`config.mk`:
```
export PLATFORM = sky130hd
export DESIGN_NAME = seq_tx_fmt
export DESIGN_NICKNAME = d
export VERILOG_FILES = /design/src/rtl/seq_tx_fmt.sv
export SDC_FILE = /design/constraint.sdc
export NUM_CORES = 1
export LEC_CHECK = 0
export ABC_CLOCK_PERIOD_IN_PS = 3100
export BUFFER_PORTS_ARGS = -buffer_cell sky130_fd_sc_hd__clkbuf_2
export CAP_MARGIN = 5
export CORE_UTILIZATION = 50
export DETAILED_ROUTE_END_ITERATION = 7
export PLACE_DENSITY = 0.74
export RECOVER_POWER = 100
export SYNTH_ARGS = -nofsm -noshare
export SYNTH_HDL_FRONTEND = slang
export SYNTH_SLANG_ARGS = --single-unit
```
`constraint.sdc`:
```
create_clock -name clk -period 3.1 [get_ports clk]
set_clock_uncertainty 0.15 [all_clocks]
set_input_delay 0.775 -clock clk [delete_from_list [all_inputs] [get_ports clk]]
set_output_delay 0.775 -clock clk [all_outputs]
set_load 0.05 [all_outputs]
```
`src/rtl/seq_tx_fmt.sv`:
```
`default_nettype none
// ============================================================================
//  Module      : seq_tx_fmt
//  Description : Formats one sequencer result as the ASCII line
//                "R<n>=<hex>\r\n". Bytes are handed to a UART transmitter
//                one at a time over a strobe/busy handshake. Results that
//                arrive while a line is in progress are dropped and counted.
//  Revision    : 1.0 - initial release
// ============================================================================
module seq_tx_fmt #(
    parameter int DATA_W = 8,
    parameter int REG_W  = 2
) (
    input  logic              clk,
    input  logic              rst_n,
    input  logic [DATA_W-1:0] i_data,
    input  logic [REG_W-1:0]  i_reg,
    input  logic              i_valid,
    output logic              o_busy,
    input  logic              i_tx_busy,
    output logic [7:0]        o_byte,
    output logic              o_byte_stb,
    output logic [7:0]        o_drop_cnt
);

    localparam int c_DIGITS = DATA_W / 4;
    localparam int c_NB     = 5 + c_DIGITS;
    localparam int c_IDX_W  = $clog2(c_NB);

    localparam logic [c_IDX_W-1:0] c_IDX_LAST = c_IDX_W'(c_NB - 1);
    localparam logic [c_IDX_W-1:0] c_IDX_CR   = c_IDX_W'(c_NB - 2);

    typedef enum logic [1:0] {
        ST_IDLE  = 2'd0,
        ST_SEND  = 2'd1,
        ST_GUARD = 2'd2,
        ST_WAIT  = 2'd3
    } state_t;

    state_t               r_state;
    state_t               w_state_nxt;
    logic [DATA_W-1:0]    r_data;
    logic [REG_W-1:0]     r_reg;
    logic [c_IDX_W-1:0]   r_idx;
    logic [c_IDX_W-1:0]   w_idx_nxt;
    logic [7:0]           r_byte;
    logic [7:0]           w_byte_nxt;
    logic                 r_stb;
    logic                 w_stb_nxt;
    logic                 r_busy;
    logic [7:0]           r_drop;
    logic                 w_capture;
    logic                 w_drop;
    logic [3:0]           w_nib;
    logic [7:0]           w_char;

    // Select the nibble for the current hex-digit position, MS nibble first
    always_comb begin
        w_nib = 4'h0;
        for (int k = 0; k < c_DIGITS; k++) begin
            if (r_idx == c_IDX_W'(k + 3)) begin
                w_nib = r_data[4*(c_DIGITS-1-k) +: 4];
            end
        end
    end

    // Map the byte index to the ASCII character of the line
    always_comb begin
        w_char = 8'h0A;
        if (r_idx == '0) begin
            w_char = 8'h52;
        end else if (r_idx == c_IDX_W'(1)) begin
            w_char = 8'h30 + 8'(r_reg);
        end else if (r_idx == c_IDX_W'(2)) begin
            w_char = 8'h3D;
        end else if (r_idx == c_IDX_CR) begin
            w_char = 8'h0D;
        end else if (r_idx == c_IDX_LAST) begin
            w_char = 8'h0A;
        end else if (w_nib < 4'd10) begin
            w_char = 8'h30 + {4'h0, w_nib};
        end else begin
            w_char = 8'h37 + {4'h0, w_nib};
        end
    end

    // Next-state and next-output logic of the line sequencer
    always_comb begin
        w_state_nxt = r_state;
        w_idx_nxt   = r_idx;
        w_byte_nxt  = r_byte;
        w_stb_nxt   = 1'b0;
        w_capture   = 1'b0;
        case (r_state)
            ST_IDLE: begin
                if (i_valid) begin
                    w_capture   = 1'b1;
                    w_idx_nxt   = '0;
                    w_state_nxt = ST_SEND;
                end
            end
            ST_SEND: begin
                if (!i_tx_busy) begin
                    w_byte_nxt  = w_char;
                    w_stb_nxt   = 1'b1;
                    w_state_nxt = ST_GUARD;
                end
            end
            // Transmitter busy may not have risen yet, so it is not looked at
            ST_GUARD: begin
                w_state_nxt = ST_WAIT;
            end
            ST_WAIT: begin
                if (!i_tx_busy) begin
                    if (r_idx == c_IDX_LAST) begin
                        w_state_nxt = ST_IDLE;
                    end else begin
                        w_idx_nxt   = r_idx + c_IDX_W'(1);
                        w_state_nxt = ST_SEND;
                    end
                end
            end
            default: begin
                w_state_nxt = ST_IDLE;
            end
        endcase
    end

    // A strobe outside IDLE (including the exit cycle of WAIT) is a drop
    assign w_drop = i_valid && (r_state != ST_IDLE) && (r_drop != 8'hFF);

    // State register
    always_ff @(posedge clk) begin
        if (!rst_n) begin
            r_state <= ST_IDLE;
        end else begin
            r_state <= w_state_nxt;
        end
    end

    // Registered datapath: captured result, byte index, outputs, drop counter
    always_ff @(posedge clk) begin
        if (!rst_n) begin
            r_data <= '0;
            r_reg  <= '0;
            r_idx  <= '0;
            r_byte <= 8'h00;
            r_stb  <= 1'b0;
            r_busy <= 1'b0;
            r_drop <= 8'h00;
        end else begin
            r_idx  <= w_idx_nxt;
            r_byte <= w_byte_nxt;
            r_stb  <= w_stb_nxt;
            r_busy <= (w_state_nxt != ST_IDLE);
            if (w_capture) begin
                r_data <= i_data;
                r_reg  <= i_reg;
            end
            if (w_drop) begin
                r_drop <= r_drop + 8'd1;
            end
        end
    end

    assign o_busy     = r_busy;
    assign o_byte     = r_byte;
    assign o_byte_stb = r_stb;
    assign o_drop_cnt = r_drop;

endmodule
`default_nettype wire
```
---- Word level (Yosys, flattened, before mapping) ----
Index checks and enable logic that the tools add are counted.
W data, S select, Z words.
operators by class
  reductions and logical operators ........ 10
  $mul .................................... 0
  bitwise operators ....................... 1
  div/mod/pow operators ................... 0
  $lt $le $gt $ge ......................... 1
  add/subtract/negate cells ............... 5
  equality and inequality tests ........... 13
  muxes and demuxes ....................... 20
  shift operators ......................... 0
operator list
  cell                   count
  $mux W7                6
  $add A6 B4 Y7 const A  2
  $eq A3 B3 Y1 const B   3
  $mux W3                3
  $add A8 B1 Y8 const B  1
  $mux W4                2
  $ne A8 B8 Y1 const B   1
  $pmux W2 S4            1
  $add A6 B2 Y7 const A  1
  $eq A3 B2 Y1 const B   2
  $mux W2                3
  $ne A2 B2 Y1 const B   3
  $pmux W3 S2            1
  $reduce_bool A2 Y1     3
  $eq A2 B2 Y1 const B   2
  $lt A4 B4 Y1 const B   1
  $mux W1                4
  $reduce_and A2 Y1      2
  $reduce_and A4 Y1      1
  $add A3 B1 Y3 const B  1
  $eq A3 B1 Y1 const B   1
  $logic_not A3 Y1       1
  $eq A2 B1 Y1 const B   1
  $logic_and A1 B1 Y1    2
  2 further kinds        2
storage, ports and cells
  bits in latches ......................... 0
  output and inout port bits .............. 18
  word-level logic and storage cells ...... 58
  ROM bits ................................ 0
  flip-flop bits (word level) ............. 33
  memories kept ........................... 0
  memory bits (writable) .................. 0

---- Logic depth before layout (Yosys ltp) ----
  word-level depth ........................ 10
  gate-level depth with buffers ........... 8
  depth with buffers taken out ............ 8

---- Worst setup path after synthesis ----
No wires, ideal clock.
  kind .................................... input to register
  from .................................... in i_tx_busy
  to ...................................... reg r_byte[5], in the netlist o_byte[5]
  stages on the path ...................... 5
  arrival time ............................ 1991 ps
  required time ........................... 2880 ps
  path slack .............................. 889 ps
  cell sequence ........................... nand2b_1 > or2_2 > buf_2 > or4_1 > a21oi_1
on the way
  cells in the longest elaborated chain, start to end .. 2
RTL lines
  item                         RTL line  RTL
  from (decl)                  20        input logic i_tx_busy,
  $not A1 Y1 (no line)         --
  $reduce_and A2 Y1 (no line)  --
  to (signal assigned)         153       r_byte <= w_byte_nxt;
  to (decl)                    46        logic [7:0] r_byte;
No other way between the ends.
A chain may end at the register's enable or synchronous reset.

---- Worst setup path after layout ----
  from .................................... reg r_idx[2]
  to ...................................... reg r_byte[2], in the netlist o_byte[2]
on the way
  cells in the longest elaborated chain, start to end .. 10
  elaborated cells on any way between the ends .. 18
  those cells by class .................... 2 x add/sub; 1 x order compare; 6 x eq/ne; 8 x mux; 1 x reduce/logical
RTL lines
  item                                         RTL line  RTL
  from (decl)                                  44        logic [c_IDX_W-1:0] r_idx;
  from (signal assigned)                       152       r_idx <= w_idx_nxt;
  $eq A3 B2 Y1                                 61        if (r_idx == c_IDX_W'(k + 3)) begin
  $mux W4 (2 in series)                        61
  $add A6 B4 Y7, or another cell as far along  83        w_char = 8'h37 + {4'h0, w_nib};
  $mux W7                                      80        end else if (w_nib < 4'd10) begin
  $mux W7                                      78        end else if (r_idx == c_IDX_LAST) begin
  $mux W7                                      76        end else if (r_idx == c_IDX_CR) begin
  $mux W7                                      74        end else if (r_idx == c_IDX_W'(2)) begin
  $mux W7                                      72        end else if (r_idx == c_IDX_W'(1)) begin
  $mux W7 *                                    70        if (r_idx == '0) begin
Every way passes the cells marked *; elsewhere a longest branch is shown, timed or not.

==> flow_metrics.py <==
metrics = {
    "cts": {
        "max-clock-path-buffers": 2,
        "clock_pin_slew_reported_for_the_worst_setup_and_hold_paths_after_clock_tree_synthesis_ns": 0.10,
        "numCtsBuffers": 5,
        "post_cts_resize_count": 0,
        "postCtsSetupRepairBufs": 0,
        "ctsRootBufferMaster": "clkbuf_4",
        "clock_tree.htree_level_count": 2,
        "postCtsHoldBufs": 0,
        "cts_tree": "built",
        "clk_lat_worst_skew_ns": 0.33,
        "cts_sinks": 32,
    },
    "timing": {
        "report.final.hold_viol_count": 0,
        "setup_viol": 0,
        "timing.hold.ws_ns": 0.305,
        "final_max_slew_viol_count": 0,
        "max_slew_margin_pct": 59.8,
        "grt_setup_unrepaired": "false",
        "final.setup.tns_ns": 0,
        "final.period_utilization_pct": 77.0,
        "period_needed_ns": 2.39,
        "timing_worst_slew_pin_value_ns": 0.606,
        "achievable-frequency_mhz": 419,
    },
    "pwr": {
        "static-leakage-power_nw": 0.678,
        "power.ir.vdd_worst_v": 0.000366,
        "pwr_density_cell_nw_per_um2": 492,
    },
    "yosys": {
        "synth_instances": 186,
        "synth_largest_area_cell": "dfxtp_1",
        "yosys.cell_count.top_type": "dfxtp_1",
        "yosys.cell_types.count": 43,
        "postSynthRegisterBits": 32,
        "synth_sequential_area_ratio_pct": 40.8,
        "synth_warnings": 0,
        "fraction_of_registers_with_async_set_or_reset_after_synthesis_pct": 0,
        "postSynth.topFlopCell": "dfxtp_1",
        "yosys-top-cells-count": "32 x dfxtp_1, 31 x nand2_1, 21 x a21oi_1",
        "synth_edf_count": 0,
        "post_synth.cell_area_avg_um2": 8.45,
        "post_synth_instance_area_um2": 1570,
        "yosysTopAreaCellShare_pct": 40.8,
        "synthesized_net_count": 207,
        "synth.top_cells.by_area": "dfxtp_1 41%, nand2_1 7.4%, a21oi_1 6.7%",
    },
    "floorplan": {
        "initial_utilization_pct": 54.6,
        "dieArea_um2": 3370,
        "placementRows": 19,
        "die_x_um": 58.1,
        "die_h_um": 58.1,
        "core_area_um2": 2880,
        "io_pins": 32,
    },
    "drt": {
        "vias": 1445,
        "initialDrtViolationCount": 52,
        "wl_per_cell_um": 13.5,
        "dr.pass1.iters": 6,
        "postRouteWirelength_um": 3510,
        "drc_errors": 2,
        "avgViaCountPerCell": 5.56,
        "ant_nets": 0,
    },
    "worst_setup_path": {
        "setup_slack_on_the_worst_flop_to_flop_path_ns": 0.71,
        "setup.worst_path.class": "register to register",
        "cp_max_fo": 13,
        "worst-endpoint-arrival_ns": 2.47,
        "cp.required_ns": 3.18,
        "timing.reg2reg.worst_path_depth": 7,
        "r2r_start": "r_idx[2]",
        "worstSetupEndpointType": "register",
        "worst_setup_path_startpoint": "r_idx[2]",
        "worst_reg2reg_path_endpoint": "o_byte[2]",
        "cp-start-kind": "register",
        "timing.critical_path.mode_cell": "ha_1",
        "slowest_stage": "dfxtp_1",
        "crit_chain": "inv_1 -> ha_1 -> a31oi_1 -> ha_1 -> and4b_1 -> o21bai_1 -> a221oi_1",
        "slowest_delay_ns": 0.57,
    },
    "global_routing": {
        "grt_overflow_total": 0,
        "pin_count_of_the_biggest_net_entering_global_routing": 15,
        "grt_pass1_wl_um": 6040,
        "antenna_found_initial": 0,
        "grt_pass1_vias": 1381,
        "grt.total_usage_pct": 23.1,
    },
    "flow_run": {
        "drv_cap": 0,
    },
    "hold_path": {
        "holdCritPathClass": "register to register",
        "hold_path_startpoint": "o_byte[5]",
        "hold-path-endpoint": "o_byte[5]",
        "hold_path_stages": 2,
    },
    "placement": {
        "gpl.final_weighted_congestion": 0.935,
        "hpwl_um": 2690,
        "io_buffers": 30,
        "post-place-cells": 252,
    },
    "cells_and_area": {
        "num_antenna_cells": 0,
        "final_cell_count_no_fill": 260,
        "layout_cell_share_with_drive_strength_beyond_1_pct": 11.0,
        "final_net_count": 238,
        "filler_cell_count": 279,
        "flow.area_growth_from_synthesis_pct": 15.6,
    },
    "run_status": {
        "violations": "design-rule violations",
        "run_status": "complete, but fails checks",
    },
}
-- critical path: cells and delay by family (launching register included) --
kind | cells | cell delay, ns
AOI/OAI and AO/OA | 3 | 0.64
adders and majority gates | 2 | 0.58
buffers and inverters | 1 | 0.16
DFF | 1 | 0.57
and+or+nand+nor | 1 | 0.20
-- cell usage in the layout, fill, tap and decap left out, types with 2 or more instances in the layout --
cell / instances
dfxtp_1: 32
nand2_1: 31
a21oi_1: 21
clkbuf_1: 19
nor2_1: 18
clkbuf_2: 12
o21ai_0: 7
ha_1: 7
and3_1: 5
clkbuf_4: 5
inv_1: 4
xnor2_1: 4
o21ai_1: 3
and2_0: 3
nand4_1: 3
mux2i_1: 3
nor2b_1: 3
nand3_1: 3
xor2_1: 3
a31oi_1: 2
a31oi_4: 2
nand2b_1: 2
a311oi_1: 2
a221oi_1: 2
clkbuf_8: 2
-- cell type report --
type	count	area [µm²]	area share (%)
Inverter	4	15.0	0.826
Clock buffer	7	65.1	3.58
Sequential cell	32	641	35.3
Tap cell	42	52.6	2.89
Timing Repair Buffer	31	131	7.23
Clock inverter	1	30.0	1.65
Multi-Input combinational cell	143	882	48.6
-- stage by stage --
step / power, mW / utilization (%) / cell area, µm² / setup slack, ns
6_report: 0.894 / 63.2 / 1820 / 0.712
5_1_grt: 0.934 / 63.2 / 1820 / 0.469
4_1_cts: 0.906 / 64.1 / 1840 / 0.706
3_5_place_dp: 0.554 / 60.8 / 1750 / 0.722
3_3_place_gp: 0.550 / 60.8 / 1750 / 0.818
2_1_floorplan: 0.524 / - / 1570 / 0.889
-- kinds of logic (layout without fill, tap and decap cells) --
| group | count (synthesis) | in the layout | synth area share, % |
|---|---|---|---|
| adder cells (fa/ha/maj) | 7 | 7 | 5.57 |
| XOR/XNOR | 7 | 7 | 3.90 |
| other | 1 | 1 | 0.239 |
| flip-flops | 32 | 32 | 40.8 |
| multiplexers | 3 | 3 | 1.91 |
| buffers and inverters | 11 | 43 | 3.03 |
| AO/OA/AOI/OAI | 49 | 49 | 21.5 |
| AND/OR/NAND/NOR | 76 | 76 | 23.1 |
-- per-layer routing --
layer | GRT usage [%] | share of wire (%) | up-vias
li1 | - | - | 718
met1 | 30.0 | 44 | 668
met2 | 37.4 | 48 | 50
met3 | 6.25 | 6.6 | 9
met4 | 7.14 | 1.5 | 0
met5 | 0 | 0 | -
-- power by group --
part	switching (mW)	internal [mW]
clock network	0.138	0.214
logic	0.0711	0.0267
registers	0.0140	0.430
-- worst max-delay path by stage --
| stage | end | slack, ns | depth (start not counted) |
|---|---|---|---|
| after floorplan | o_byte[5] | 0.89 | 5 |
| after global placement | o_byte[5] | 0.82 | 5 |
| after detailed placement | o_byte[2] | 0.72 | 7 |
| after CTS | o_byte[2] | 0.71 | 7 |
| after global routing | o_byte[2] | 0.47 | 7 |
| final | o_byte[2] | 0.71 | 7 |
Note: power is estimated with default switching activity, not from simulation.
